[src/rtl/mux_arb.sv]
// Multi-channel input mux with a single-entry registered output stage.
// Channel choice is either an external select (MODE=0) or round-robin (MODE=1).
module mux_arb #(
  parameter int unsigned WIDTH    = 16,
  parameter int unsigned CHANNELS = 4,
  parameter int unsigned SEL_W    = 2,
  parameter int unsigned MODE     = 0
) (
  input  logic                      clk,
  input  logic                      rst,
  input  logic [SEL_W-1:0]          select,
  input  logic [CHANNELS*WIDTH-1:0] in_data,
  input  logic [CHANNELS-1:0]       in_valid,
  output logic [CHANNELS-1:0]       in_ready,
  output logic [WIDTH-1:0]          out_data,
  output logic                      out_valid,
  input  logic                      out_ready,
  output logic [SEL_W-1:0]          out_chan
);

  localparam logic [0:0] StEmpty = 1'b0;
  localparam logic [0:0] StFull  = 1'b1;

  localparam logic [SEL_W:0]   ChanCnt = (SEL_W+1)'(CHANNELS);
  localparam logic [SEL_W-1:0] LastIdx = SEL_W'(CHANNELS - 1);

  logic [0:0]       state_q, state_d;
  logic [WIDTH-1:0] data_q, data_d;
  logic [SEL_W-1:0] chan_q, chan_d;
  logic [SEL_W-1:0] ptr_q, ptr_d;

  logic [WIDTH-1:0] chan_data [CHANNELS];
  logic             loadable;
  logic             sel_ok;
  logic             rr_vld;
  logic [SEL_W-1:0] rr_idx;
  logic [SEL_W:0]   cand;
  logic             grant_vld;
  logic [SEL_W-1:0] grant_idx;
  logic             in_xfer;

  for (genvar i = 0; i < CHANNELS; i++) begin : g_unpack
    assign chan_data[i] = in_data[i*WIDTH +: WIDTH];
  end

  // Loadable when empty, or when the held word leaves this same edge.
  assign loadable = !rst && ((state_q == StEmpty) || out_ready);
  assign sel_ok   = ({1'b0, select} < ChanCnt);

  // First valid channel at or above ptr_q, wrapping past the last channel.
  always_comb begin
    rr_vld = 1'b0;
    rr_idx = '0;
    cand   = '0;
    for (int k = 0; k < CHANNELS; k++) begin
      cand = {1'b0, ptr_q} + (SEL_W+1)'(k);
      if (cand >= ChanCnt) cand = cand - ChanCnt;
      if (!rr_vld && in_valid[cand[SEL_W-1:0]]) begin
        rr_vld = 1'b1;
        rr_idx = cand[SEL_W-1:0];
      end
    end
  end

  always_comb begin
    if (MODE == 1) begin
      grant_vld = rr_vld;
      grant_idx = rr_idx;
    end else begin
      grant_vld = sel_ok;
      grant_idx = select;
    end
  end

  always_comb begin
    in_ready = '0;
    if (loadable && grant_vld) in_ready[grant_idx] = 1'b1;
  end

  assign in_xfer = |(in_ready & in_valid);

  always_comb begin
    state_d = state_q;
    data_d  = data_q;
    chan_d  = chan_q;
    ptr_d   = ptr_q;
    if (in_xfer) begin
      state_d = StFull;
      data_d  = chan_data[grant_idx];
      chan_d  = grant_idx;
      if (MODE == 1) ptr_d = (grant_idx == LastIdx) ? '0 : grant_idx + 1'b1;
    end else if ((state_q == StFull) && out_ready) begin
      state_d = StEmpty;
    end
  end

  always_ff @(posedge clk) begin
    if (rst) begin
      state_q <= StEmpty;
      data_q  <= '0;
      chan_q  <= '0;
      ptr_q   <= '0;
    end else begin
      state_q <= state_d;
      data_q  <= data_d;
      chan_q  <= chan_d;
      ptr_q   <= ptr_d;
    end
  end

  assign out_valid = (state_q == StFull);
  assign out_data  = data_q;
  assign out_chan  = chan_q;

endmodule

[config.mk]
export PLATFORM = sky130hd
export DESIGN_NAME = mux_arb
export DESIGN_NICKNAME = d
export VERILOG_FILES = /design/src/rtl/mux_arb.sv
export SDC_FILE = /design/constraint.sdc
export NUM_CORES = 1
export LEC_CHECK = 0
export CELL_PAD_IN_SITES_DETAIL_PLACEMENT = 0
export CELL_PAD_IN_SITES_GLOBAL_PLACEMENT = 2
export CORE_MARGIN = 2
export CORE_UTILIZATION = 18
export CTS_BUF_LIST = sky130_fd_sc_hd__clkbuf_16
export CTS_CLUSTER_DIAMETER = 150
export DETAILED_ROUTE_END_ITERATION = 10
export PLACE_DENSITY_LB_ADDON = 0.1
export SETUP_SLACK_MARGIN = 0.02
export SLEW_MARGIN = 20
export SYNTH_ARGS = -nofsm -noshare
export SYNTH_HDL_FRONTEND = slang
export SYNTH_SLANG_ARGS = --single-unit
[constraint.sdc]
create_clock -name clk -period 1.9 [get_ports clk]
set_input_delay 0.38 -clock clk [delete_from_list [all_inputs] [get_ports clk]]
set_output_delay 0.38 -clock clk [all_outputs]
set_load 0.02 [all_outputs]
==> flow_summary.yaml <==
power:
  combPwrFrac_pct: 35.0
  p_leak_nw: 0.911
  p_seq_share_pct: 33.2
  p_sw_share_pct: 23.8
  ir_drop_v: 0.000288
  power_switching_mw: 0.316
  intPower_mw: 1.01
  power_mw: 1.33
  clkPwrFrac_pct: 31.8
  cellPowerDensity_mw_per_mm2: 555
yosys:
  ys_ff_latch: 19
  async_flop_share_pct: 0
  yosys_warnings: 0
  synth_edf_count: 0
  synth.cell_area_sq_mm: 0.00118
  syn_nets: 169
  avgSynthCellArea_sq_um: 12.3
  synth.distinct_cells: 19
  netlist_instances: 96
  synth_fa_ha_area_share_pct: 0
  ys_seq_area_share_pct: 32.1
  ys.flop_type: "dfxtp_1"
  muxShareOfSynthArea_pct: 49.4
  synth_top_family_by_area: "multiplexers"
  synth_simple_gate_area_share_pct: 11.3
  synth_xor_area_share_pct: 0
  synth-compound-area-share_pct: 1.27
cts:
  cts_tree: "yes"
  cts-hold-fix-buffers: 0
  cts_root_buffer: "clkbuf_16"
  htreeDepth: 1
  cts_buffer_depth: 2
  cts_sinks: 19
  numCtsBuffers: 3
  clkTransAtPathRegs_ns: 0.05
  clock_latency_ns: 0.25
timing:
  setup_slack_ns: 0.0715
  finalSetupViolations: 0
  hold_viol_final: 0
  finalWorstPathRequiredPeriod_ns: 1.83
  finClkSkew_ns: 0.00153
  worst_pin_slew_ns: 0.237
  slew_headroom_pct: 84.2
  timing.hold.ws_ns: 0.491
  finalCritPeriodShare_pct: 96.2
  final.setup.tns_ns: 0
  drv_slew: 0
  rsz0062_at_grt: "no"
  fmax_ghz: 0.547
global_routing:
  grt_pass1_wl_mm: 6.13
  grt_pass1_vias: 1264
  antenna_found_initial: 0
  grt_usage_pct: 10.7
  grt_overflow: 0
  grt_max_degree: 22
worst_setup_path:
  start_kind: "input pin"
  critPathMaxFanout: 3
  end_kind: "primary output"
  critical_path_required_ns: 1.52
  cp_data_arrival_time_ns: 1.45
  critPathKind: "input pin to primary output"
  r2r_setup_slack_ns: 0.65
route:
  drt-vias-per-instance: 4.19
  totalWireLength_mm: 3.87
  top_layer: "met4"
  drt_iter0_drc: 15
  wl_met3_um: 368
  antenna_left: 0
  vias: 1151
  drc_errors: 0
  routed-wl-met2_mm: 1.83
  wl_met1_mm: 1.65
  first_pass_iters: 4
  wire_per_inst_um: 14.1
finish:
  finalCoreUtilization_pct: 37.7
  final_cells: 275
  syn_to_final_growth_pct: 102
  drive_gt1_share_pct: 18.7
  antenna_cells_inserted: 0
  design_area_sq_mm: 0.00240
  nets: 272
place:
  dp_slack_ns: -0.704
  dpl-instance-area_sq_mm: 0.00224
  io_buffers: 95
  place_congestion: 0.742
  dp.cells: 269
  dpl.hpwl_mm: 3.00
floorplan:
  die_w_um: 85.1
  coreArea_sq_mm: 0.00635
  ios: 96
  initial_core_util_pct: 18.6
  fp.dieH_um: 85.1
  fp-row-count: 29
  dieArea_sq_mm: 0.00724
outcome:
  status: "completed"
job:
  cap_violations: 0
worst_hold_path:
  min_path_type: "register to register"
==> state kept, by name, indices dropped and copies added (netlist names) <==
name	count
out_valid	1
out_data	16
out_chan	2
==> synthesized netlist by cell type (2+ instances only) <==
cell | instances | area, sq um
nor2_1 | 21 | 78.8
dfxtp_1 | 19 | 380
mux2i_1 | 19 | 190
mux4_2 | 14 | 315
buf_2 | 4 | 20.0
mux4_1 | 3 | 78.8
buf_6 | 2 | 22.5
clkbuf_1 | 2 | 7.51
nor3_1 | 2 | 10.0
==> final timing paths <==
path | start | endpoint | depth (start not counted)
max | rst | in_ready[1] | 4
min | out_data[0]$_SDFFE_PP0P_ | out_data[0]$_SDFFE_PP0P_ | 2
max reg2reg | out_valid$_SDFFE_PP0P_ | out_data[2]$_SDFFE_PP0P_ | 5
min reg2reg | out_data[0]$_SDFFE_PP0P_ | out_data[0]$_SDFFE_PP0P_ | 2
==> cells in the final DEF (no fill, tap or decap), drive strengths merged <==
master          n
buf            15
mux2i          19
nand2           1
nor3b           2
mux4           17
a21oi           1
and3            1
nor3            2
dfxtp          19
or2             1
clkdlybuf4s50  89
clkbuf          3
nor2           21
nor2b           1
inv             1
o21ai           2
bufbuf          1
dlygate4sd2     2
==> power by group through the flow <==
| stage | registers (mW) | logic (mW) | clock network, mW |
|---|---|---|---|
| 2_1_floorplan | 0.483 | 0.171 | 0 |
| 3_3_place_gp | 0.449 | 0.444 | 0 |
| 3_5_place_dp | 0.449 | 0.449 | 0 |
| 4_1_cts | 0.442 | 0.474 | 0.440 |
| 5_1_grt | 0.445 | 0.500 | 0.459 |
| 6_report | 0.441 | 0.465 | 0.423 |
==> cell type report <==
class,instances,area [sq um]
multi-input combinational,68,752
clock inverter,1,3.75
fill,630,3950
timing repair buffer,107,1090
sequential,19,380
clock buffer,3,75.1
tap,77,96.3
==> cell families (layout without fill, tap and decap cells) <==
group           count (synthesis)  count (layout)
simple gates                   29              29
mux                            36              36
buf+inv                         9             111
flops                          19              19
compound gates                  3               3
==> metal layers <==
layer / global-route usage, % / vias up
li1: - / 571
met1: 13.3 / 526
met2: 18.0 / 52
met3: 3.40 / 2
met4: 2.60 / 0
met5: 0 / -
==> critical path, stage by stage <==
cell             delay (ns)
clkdlybuf4s50_1        0.45
or2_4                  0.28
nor3b_2                0.17
buf_4                  0.16
==> repair_timing <==
action                                 CTS  global route
setup buffers                            1             0
endpoints found under the hold margin    0             0
gates cloned                             1             0
resized for setup                       30             2
setup endpoints to repair               21             2
pin swaps                                0             0
(Power assumes the default switching activity.)
